[src/rtl/acc_request_pkg.sv]
// Shared widths and FSM state encoding for the accumulator request generator.
package acc_request_pkg;

  localparam int ACC_W = 32;
  localparam int CYC_W = 64;

  typedef enum logic [1:0] {
    INIT = 2'd0,
    RUN  = 2'd1,
    DONE = 2'd2,
    HALT = 2'd3
  } acc_state_e;

endpackage

[src/rtl/acc_request_gen_if.sv]
// Request bus between the generator and the accumulator it drives.
interface acc_request_gen_if;
  import acc_request_pkg::*;

  logic [CYC_W-1:0] cycles;
  logic [ACC_W-1:0] accumulator;
  logic             valid;
  logic [ACC_W-1:0] value;

  modport master (
    input  cycles,
    input  accumulator,
    output valid,
    output value
  );

  modport slave (
    output cycles,
    output accumulator,
    input  valid,
    input  value
  );

endinterface

[src/rtl/acc_slot_timer.sv]
// Slot strobe: high whenever the low PERIOD_LOG2 bits of the cycle count are zero.
module acc_slot_timer
  import acc_request_pkg::*;
#(
  parameter int PERIOD_LOG2 = 2
) (
  input  logic [CYC_W-1:0] cycles,
  output logic             slot
);

  // Masking the full count keeps every bit of the bus in use.
  localparam logic [CYC_W-1:0] PERIOD_MASK = (CYC_W'(1) << PERIOD_LOG2) - CYC_W'(1);

  assign slot = ((cycles & PERIOD_MASK) == '0);

endmodule

[src/rtl/acc_request_gen.sv]
// Ramp request generator feeding an external accumulator and tracking a shadow sum.
// Optional build macro ACC_CHECK_EN adds the shadow-vs-accumulator check and HALT.
module acc_request_gen
  import acc_request_pkg::*;
#(
  parameter int               PERIOD_LOG2 = 2,
  parameter logic [ACC_W-1:0] STEP        = 32'd1,
  parameter logic [ACC_W-1:0] LIMIT       = 32'd1000
) (
  input logic         clock,
  input logic         reset,
  acc_request_gen_if.master bus
);

  // state | meaning
  // INIT  | capture accumulator as shadow baseline
  // RUN   | issue one request per free slot while under LIMIT
  // DONE  | next increment would exceed LIMIT; idle until reset
  // HALT  | accumulator disagreed with shadow; idle until reset
  localparam logic [1:0] S_INIT = INIT;
  localparam logic [1:0] S_RUN  = RUN;
  localparam logic [1:0] S_DONE = DONE;
  localparam logic [1:0] S_HALT = HALT;

  logic [1:0]         state;
  logic [ACC_W-1:0]   k;
  logic [ACC_W-1:0]   shadow;
  logic               check_pending;
  logic               valid_q;
  logic [ACC_W-1:0]   value_q;
  logic               slot;
  logic [2*ACC_W-1:0] incr_full;
  logic [ACC_W-1:0]   incr;
  logic [ACC_W:0]     next_sum;
  logic               limit_ok;

  acc_slot_timer #(
    .PERIOD_LOG2 (PERIOD_LOG2)
  ) u_slot_timer (
    .cycles (bus.cycles),
    .slot   (slot)
  );

  // Any non-zero upper half means the increment alone is beyond 32 bits.
  assign incr_full = {{ACC_W{1'b0}}, k} * {{ACC_W{1'b0}}, STEP};
  assign incr      = incr_full[ACC_W-1:0];
  assign next_sum  = {1'b0, shadow} + {1'b0, incr};
  assign limit_ok  = (incr_full[2*ACC_W-1:ACC_W] == '0) && (next_sum <= {1'b0, LIMIT});

  assign bus.valid = valid_q;
  assign bus.value = value_q;

  always_ff @(posedge clock or posedge reset) begin
    if (reset) begin
      state         <= S_INIT;
      k             <= {{(ACC_W-1){1'b0}}, 1'b1};
      shadow        <= '0;
      check_pending <= 1'b0;
      valid_q       <= 1'b0;
      value_q       <= '0;
    end else begin
      case (state)
        S_INIT: begin
          shadow <= bus.accumulator;
          state  <= S_RUN;
        end
        S_RUN: begin
          if (valid_q) begin
            shadow        <= shadow + value_q;
            valid_q       <= 1'b0;
            check_pending <= 1'b1;
            if (k != '1) begin
              k <= k + 1'b1;
            end
          end else if (check_pending) begin
            check_pending <= 1'b0;
`ifdef ACC_CHECK_EN
            if (bus.accumulator != shadow) begin
              state <= S_HALT;
            end
`endif
          end else if (slot) begin
            if (limit_ok) begin
              valid_q <= 1'b1;
              value_q <= incr;
            end else begin
              state <= S_DONE;
            end
          end
        end
        S_DONE, S_HALT: begin
          valid_q <= 1'b0;
        end
        default: begin
          state <= S_INIT;
        end
      endcase
    end
  end

endmodule

[src/flat_wrapper.sv]
// flat-port wrapper written by rule: the top's interface ports become plain ports
module acc_request_gen_flat import acc_request_pkg::*;
#(
  parameter int               PERIOD_LOG2 = 2,
  parameter logic [ACC_W-1:0] STEP        = 32'd1,
  parameter logic [ACC_W-1:0] LIMIT       = 32'd1000
)
  (clock, reset, bus_cycles, bus_accumulator, bus_valid, bus_value);
  acc_request_gen_if bus_i ();
  input logic clock;
  input logic reset;
  input wire logic [$bits(bus_i.cycles)-1:0] bus_cycles;
  input wire logic [$bits(bus_i.accumulator)-1:0] bus_accumulator;
  output wire logic [$bits(bus_i.valid)-1:0] bus_valid;
  output wire logic [$bits(bus_i.value)-1:0] bus_value;
  assign bus_i.cycles = bus_cycles;
  assign bus_i.accumulator = bus_accumulator;
  assign bus_valid = bus_i.valid;
  assign bus_value = bus_i.value;
  acc_request_gen #(.PERIOD_LOG2(PERIOD_LOG2), .STEP(STEP), .LIMIT(LIMIT)) u_core (.clock(clock), .reset(reset), .bus(bus_i));
endmodule
[config.mk]
export PLATFORM = sky130hd
export DESIGN_NAME = acc_request_gen_flat
export DESIGN_NICKNAME = d
export VERILOG_FILES = /design/src/rtl/acc_request_pkg.sv /design/src/rtl/acc_request_gen_if.sv /design/src/rtl/acc_slot_timer.sv /design/src/rtl/acc_request_gen.sv /design/src/flat_wrapper.sv
export SDC_FILE = /design/constraint.sdc
export NUM_CORES = 1
export LEC_CHECK = 0
export BUFFER_PORTS_ARGS = -buffer_cell sky130_fd_sc_hd__buf_4
export CAP_MARGIN = 20
export CORE_ASPECT_RATIO = 0.75
export CORE_MARGIN = 3
export CORE_UTILIZATION = 55
export CTS_BUF_LIST = sky130_fd_sc_hd__clkbuf_4 sky130_fd_sc_hd__clkbuf_8
export DETAILED_ROUTE_END_ITERATION = 10
export PLACE_DENSITY_LB_ADDON = 0.08
export SYNTH_ARGS = -nofsm -noshare
export SYNTH_HDL_FRONTEND = slang
export SYNTH_SLANG_ARGS = --single-unit
[constraint.sdc]
create_clock -name clock -period 11.36 [get_ports clock]
set_input_delay 1.136 -clock clock [delete_from_list [all_inputs] [get_ports clock]]
set_output_delay 1.136 -clock clock [all_outputs]
set_load 0.005 [all_outputs]
======== Word level (Yosys, flattened, before mapping) ========
Cells that the tools add are included.
W data, S select, Z words.
word-level totals
  register bits ........................... 100
  latch bits .............................. 0
  memory bits (writable) .................. 0
  ROM bits ................................ 0
  input port bits ......................... 98
  output and inout bits ................... 33
  word-level logic and storage cells ...... 43
  memories kept ........................... 0
cells by class
  add/sub/neg operators ................... 3
  multiply operators ...................... 0
  divide/modulo/power cells ............... 0
  $lt $le $gt $ge ......................... 1
  eq/ne operators ......................... 9
  shift-type cells ........................ 0
  muxes and demuxes ....................... 13
  bitwise gates (word level) .............. 2
  reduce and logical (&&, ||, !) cells .... 9
operators with widths
  operator                 count
  $logic_not A64 Y1        1
  $pmux W32 S2             1
  $add A32 B32 Y33         1
  $le A33 B10 Y1 const B   1
  $add A32 B1 Y32 const B  1
  $add A32 B32 Y32         1
  $mux W32                 1
  $ne A32 B32 Y1 const B   1
  $reduce_and A5 Y1        2
  $mux W2                  4
  $ne A2 B2 Y1 const B     3
  $mux W1                  5
  $eq A2 B2 Y1 const B     2
  $ne A2 B1 Y1 const B     2
  $pmux W2 S2              1
  $reduce_bool A2 Y1       2
  $reduce_and A3 Y1        1
  $eq A2 B1 Y1 const B     1
  $logic_not A2 Y1         1
  $not A1 Y1               2
  $pmux W1 S2              1
  $reduce_and A2 Y1        1
  $reduce_or A2 Y1         1

======== Depth between registers and ports, before layout ========
  depth in word-level cells ............... 7
  mapped depth ............................ 13
  gate-level depth less buffers ........... 13

======== Hierarchy ========
From an unflattened synthesis, not the netlist that was laid out.
second synthesis, totals
  cells, all modules ...................... 863
  area, all modules ....................... 7,873.8 um2
modules (own cells, without submodules)
  module           times used  cells an instance  area each (um2)  sequential area each (um2)
  acc_request_gen  1           862                7,870.0          2,503.7
  acc_slot_timer   1           1                  3.8              0.0

======== Worst setup path before layout ========
No wires, ideal clock.
  path type ............................... flip-flop to flip-flop
  start point ............................. register u_core.k[16]
  end point ............................... register u_core.value_q[0] (netlist: u_core.bus.value[0])
  setup time .............................. 125 ps
  data arrival time ....................... 3,506 ps
  data required time ...................... 11,235 ps
  slack ................................... 7,729 ps
  stages on the path, launching flop included .. 14
  path buffers ............................ 2
  period minus slack after synthesis ...... 3,631 ps
  path through ............................ dfrtp_1 -> ha_1 -> buf_2 -> nand4_1 -> nand2b_1 -> or4_4 -> o211ai_2 -> a211oi_2 -> o21bai_1 -> xor2_1 -> or4_4 -> nor3_4 -> buf_6 -> mux2_2
between the ends
  word-level cells in the longest chain between the ends .. 3
RTL lines
  item                                line                   RTL
  start, declared                     acc_request_gen.sv:26  logic [ACC_W-1:0] k;
  start signal, assigned              acc_request_gen.sv:56  k <= {{(ACC_W-1){1'b0}}, 1'b1};
  start signal, assigned              acc_request_gen.sv:73  k <= k + 1'b1;
  $add A32 B32 Y33                    acc_request_gen.sv:47  assign next_sum = {1'b0, shadow} + {1'b0, incr};
  $le A33 B10 Y1                      acc_request_gen.sv:48  assign limit_ok = (incr_full[2*ACC_W-1:ACC_W] == '0) && (next_sum <= {1'b0, LIMIT});
  $reduce_and A5 Y1 (no source line)  n/a
  end signal, assigned                acc_request_gen.sv:85  value_q <= incr;
  end, declared                       acc_request_gen.sv:30  logic [ACC_W-1:0] value_q;
No other way between the ends.
A chain may end at the register's enable or synchronous reset.

======== Worst setup path after layout ========
  start point ............................. register u_core.shadow[0]
  end point ............................... register u_core.value_q[3] (netlist: u_core.bus.value[3])
between the ends
  word-level cells in the longest chain between the ends .. 3
RTL lines
  item                                line                   RTL
  start, declared                     acc_request_gen.sv:27  logic [ACC_W-1:0] shadow;
  start signal, assigned              acc_request_gen.sv:64  shadow <= bus.accumulator;
  start signal, assigned              acc_request_gen.sv:69  shadow <= shadow + value_q;
  $add A32 B32 Y33                    acc_request_gen.sv:47
  $le A33 B10 Y1                      acc_request_gen.sv:48
  $reduce_and A5 Y1 (no source line)  n/a
No other way between the ends.

==> Flow_metrics.wiki <==
{| class="wikitable"
! Metric !! Value
|-
| Syn avg cell area || around 9 um2
|-
| Layout cells sized above 1 || 0.144
|-
| Cell types with the highest counts after synthesis || sky130_fd_sc_hd__dfrtp_1 (99), sky130_fd_sc_hd__a21oi_1 (83), sky130_fd_sc_hd__nand2_1 (76), sky130_fd_sc_hd__ha_1 (64), sky130_fd_sc_hd__nor2_1 (57)
|-
| Worst clock skew || around 0.015 ns
|-
| Post-synth EDFFs || 0
|-
| Cell depth of the worst hold path || 2
|-
| Count of pins over their slew limit || 0
|-
| Sequential element share of the synthesized area || 0.314
|-
| Crit share post-route || 0.382
|-
| Peak fanout along the critical path || 33
|-
| Share of flip-flops with an asynchronous set or reset || 1.00
|-
| Die outline height || 110 um
|-
| Number of optimization iterations in the first detailed-route pass || 5
|-
| Total number of nets in the final design || 1116
|-
| Top Ports || 131
|-
| Num CTS Buffers || 9
|-
| Depth of the worst register-to-register path || 13
|-
| Final Hold Violating Endpoints || 0
|-
| Final Power || ~630 uW
|-
| Number of buffers added on ports || 68
|-
| Layout Utilization || 0.634
|-
| Reg-to-reg startpoint || u_core.shadow[0]
|-
| Worst skew pair latency || approximately 0.4 ns
|-
| Crit path kind || flip-flop to flip-flop
|-
| Number of standard cells in the layout, taps in and fillers out || 1152
|-
| Number of violations reported at the end of detailed-routing iteration 0 || just over 900
|-
| Data required, critical path || 11.65 ns
|-
| Clock tree sinks || 100
|-
| Worst slew pin tran || 1.13 ns
|-
| Max-Cap Viols || 0
|-
| Count of hold buffers inserted by post-cts repair || 0
|-
| Dominant cell by count in the synthesized netlist || sky130_fd_sc_hd__dfrtp_1
|-
| Peak supply drop || 60.4 uV
|-
| Area of the mapped netlist || 0.00797 mm2
|-
| Overflow left after global routing || 0
|-
| Vias || 7519
|-
| Fill cell count || approximately 1200
|-
| Placeable Area || 0.0139 mm2
|-
| Synthesized Nets || 1070
|-
| Yosys reg bits || 100
|-
| Synthesis Warnings || 0
|-
| Via-per-instance ratio || 6.53
|-
| Top_reg_cell synth || sky130_fd_sc_hd__dfrtp_1
|-
| Max H-tree Level || 3
|-
| Die width || 145 um
|-
| Kind of end point of the critical path || flip-flop
|-
| Ordered cell list for the critical path || ha_1, fa_1, a211oi_1, o21ai_0, a21o_1, o21ai_1, o21ai_0, xor2_1, nor4_1, nand4_1, nor3_4, buf_4, mux2_2
|-
| Clock slew at reported path FFs || 0.11 ns
|-
| Cell type with the highest occurrence count on the critical path || sky130_fd_sc_hd__o21ai_0
|-
| Final period demand of the worst path || 4.34 ns
|-
| Largest net degree at the start of global routing || 83
|-
| Hold worst-path end || u_core.check_pending
|-
| Area fraction of the dominant cell type after synthesis || 0.311
|-
| Post-synth top area cell || sky130_fd_sc_hd__dfrtp_1
|-
| Number of global-route vias before repair || 7117
|-
| Number of antenna violations at the first check in global routing || 0
|-
| Post-Place Worst Slack || 7.15 ns
|-
| Final Routed Wirelength || approximately 24000 um
|-
| Die outline area || between 0.015 and 0.02 mm2
|-
| Leakage dissipation || 4.14 nW
|-
| Finished Cell Area || 0.00883 mm2
|-
| Post-detailed-route count of antenna-violating nets || 0
|-
| Status || completed
|-
| Antenna diode count || 0
|-
| Largest incremental delay on the critical path || 0.46 ns
|-
| Worst Hold Margin || 0.502 ns
|-
| Final TNS setup || 0 ns
|-
| TritonCTS clock tree || built
|-
| Worst hold path startpoint || u_core.check_pending
|-
| Peak clock frequency supported by timing || 230 MHz
|-
| Relative max-transition margin || 0.242
|-
| Buffers from clock root to sink, at most || 2
|-
| Cells after synthesis || 906
|-
| Setup-violating endpoint count in the final report || 0
|-
| Placed cell areas || 0.00858 mm2
|-
| Worst min-delay path category || flip-flop to flip-flop
|-
| Total buffers and inverters traversed by the critical path || 1
|-
| GP Congestion || 0.960
|-
| Most area-consuming cells after synthesis || sky130_fd_sc_hd__dfrtp_1 (31%), sky130_fd_sc_hd__ha_1 (10%), sky130_fd_sc_hd__a21oi_1 (5.2%)
|-
| Family of cells with the greatest summed delay on the critical path || compound AO/OA/AOI/OAI gates
|-
| Reg2Reg Setup Slack || 7.02 ns
|-
| Post-CTS setup buffer count || 0
|-
| Placed wire-length estimate after detailed placement || 18500 um
|-
| Cell at the root of the clock tree || sky130_fd_sc_hd__clkbuf_8
|-
| Critical R2R Capture || u_core.bus.value[3]
|-
| Per-cell routed wire length || 20.9 um
|-
| Crit path launch type || flip-flop
|-
| Placed instance count || 1134
|-
| Initial Util || 0.572
|-
| Worst Path Arrival || around 4.6 ns
|-
| Placement Rows || 37
|-
| Relative area change from synthesis to final layout || 10.8%
|-
| Gates resized, CTS repair || 0
|-
| GRT Overall Usage || 0.302
|-
| Synth cell types || roughly 70
|-
| Library cell contributing the largest single delay on the critical path || sky130_fd_sc_hd__dfrtp_1
|-
| Post-route worst setup slack || ~7 ns
|-
| Power per unit of standard cell area || 71.5 mW/mm2
|-
| Wire length of the first global-routing pass || 38300 um
|-
| DRC Markers || 0
|-
| RSZ-0062 raised after global routing || false
|}
-- how the worst max path moves through the flow --
| stage | start | to | cells past startpoint |
|---|---|---|---|
| finish | u_core.shadow[0] | u_core.bus.value[3] | 13 |
| global route | u_core.shadow[0] | u_core.bus.value[4] | 13 |
| CTS | u_core.shadow[0] | u_core.bus.value[22] | 13 |
| detailed placement | u_core.shadow[0] | u_core.bus.value[3] | 13 |
| global placement | u_core.k[14] | u_core.bus.value[5] | 12 |
| floorplan | reset | u_core.bus.valid | 1 |
-- cells in the final DEF, fill, tap and decap left out, types with 8 or more instances in the layout --
master                     netlist  final
sky130_fd_sc_hd__a21oi_1        83     83
sky130_fd_sc_hd__nand2_1        76     76
sky130_fd_sc_hd__and2_1         10     10
sky130_fd_sc_hd__ha_1           64     64
sky130_fd_sc_hd__nor2b_1        15     15
sky130_fd_sc_hd__clkbuf_8        0     10
sky130_fd_sc_hd__a211oi_1       15     15
sky130_fd_sc_hd__mux2_2         32     32
sky130_fd_sc_hd__o21bai_1       14     14
sky130_fd_sc_hd__nor2_1         57     57
sky130_fd_sc_hd__nand4_1        26     26
sky130_fd_sc_hd__buf_4           0     71
sky130_fd_sc_hd__a21o_1         24     24
sky130_fd_sc_hd__nand2b_1        9      9
sky130_fd_sc_hd__a31oi_1         9      9
sky130_fd_sc_hd__dfrtp_1        99     99
sky130_fd_sc_hd__xor2_1         20     20
sky130_fd_sc_hd__nor3_1         15     15
sky130_fd_sc_hd__o22ai_1        44     44
sky130_fd_sc_hd__nand3_1        19     19
sky130_fd_sc_hd__xnor2_1        46     46
sky130_fd_sc_hd__and3_1         20     20
sky130_fd_sc_hd__o211ai_1        8      8
sky130_fd_sc_hd__o21ai_0        41     41
sky130_fd_sc_hd__inv_1          23     22
-- power by group --
part           total [mW]  internal [mW]  switching, mW
combinational      0.0188        0.00919        0.00960
sequential          0.356          0.356              0
clock               0.257          0.112          0.144
total               0.631          0.477          0.154
-- cell type report --
type                    count  area, um2  area share
repair buffers             73        572      0.0648
inverters                  24       92.6      0.0105
multi-input cells         744       5200       0.589
flip-flops and latches    100       2500       0.284
clock inverters             6       76.3     0.00864
clock buffers              10        138      0.0156
well taps                 195        244      0.0276
-- metal layers --
layer | routed length (um) | GRT usage | vias up
met3 | 2170 | 0.0527 | 33
met1 | 11600 | 0.464 | 3614
met2 | 9960 | 0.435 | 353
met5 | 0 | 0 | -
li1 | - | - | 3519
met4 | 391 | 0.0881 | 0
-- sequential cells by signal, summed over array words and instances, names as in the netlist --
| name | count |
|---|---|
| u_core.shadow | 32 |
| u_core.state | 2 |
| u_core.bus.value | 32 |
| u_core.k | 32 |
| u_core.check_pending | 1 |
| u_core.bus.valid | 1 |
-- worst reg2reg max path, delay by kind of cell, from the launching register on --
kind | cells | cell delay [ns]
buffers and inverters | 1 | 0.39
DFF | 1 | 0.46
AOI/OAI and AO/OA | 5 | 1.30
xor gates and xnor gates | 1 | 0.17
and+or+nand+nor | 3 | 0.84
adders and majority gates | 2 | 0.69
muxes | 1 | 0.42
-- kinds of logic (layout without fill, tap and decap cells) --
group           count (synthesis)  in the layout  share of synthesized area
flops                         100            100                      0.314
xor+xnor                       66             66                     0.0725
simple gates                  271            271                      0.170
buf+inv                        62            113                     0.0330
mux                            41             41                     0.0570
fa+ha+maj                      66             66                      0.105
compound gates                300            300                      0.248
No activity file was read; power rests on OpenSTA's default activity.
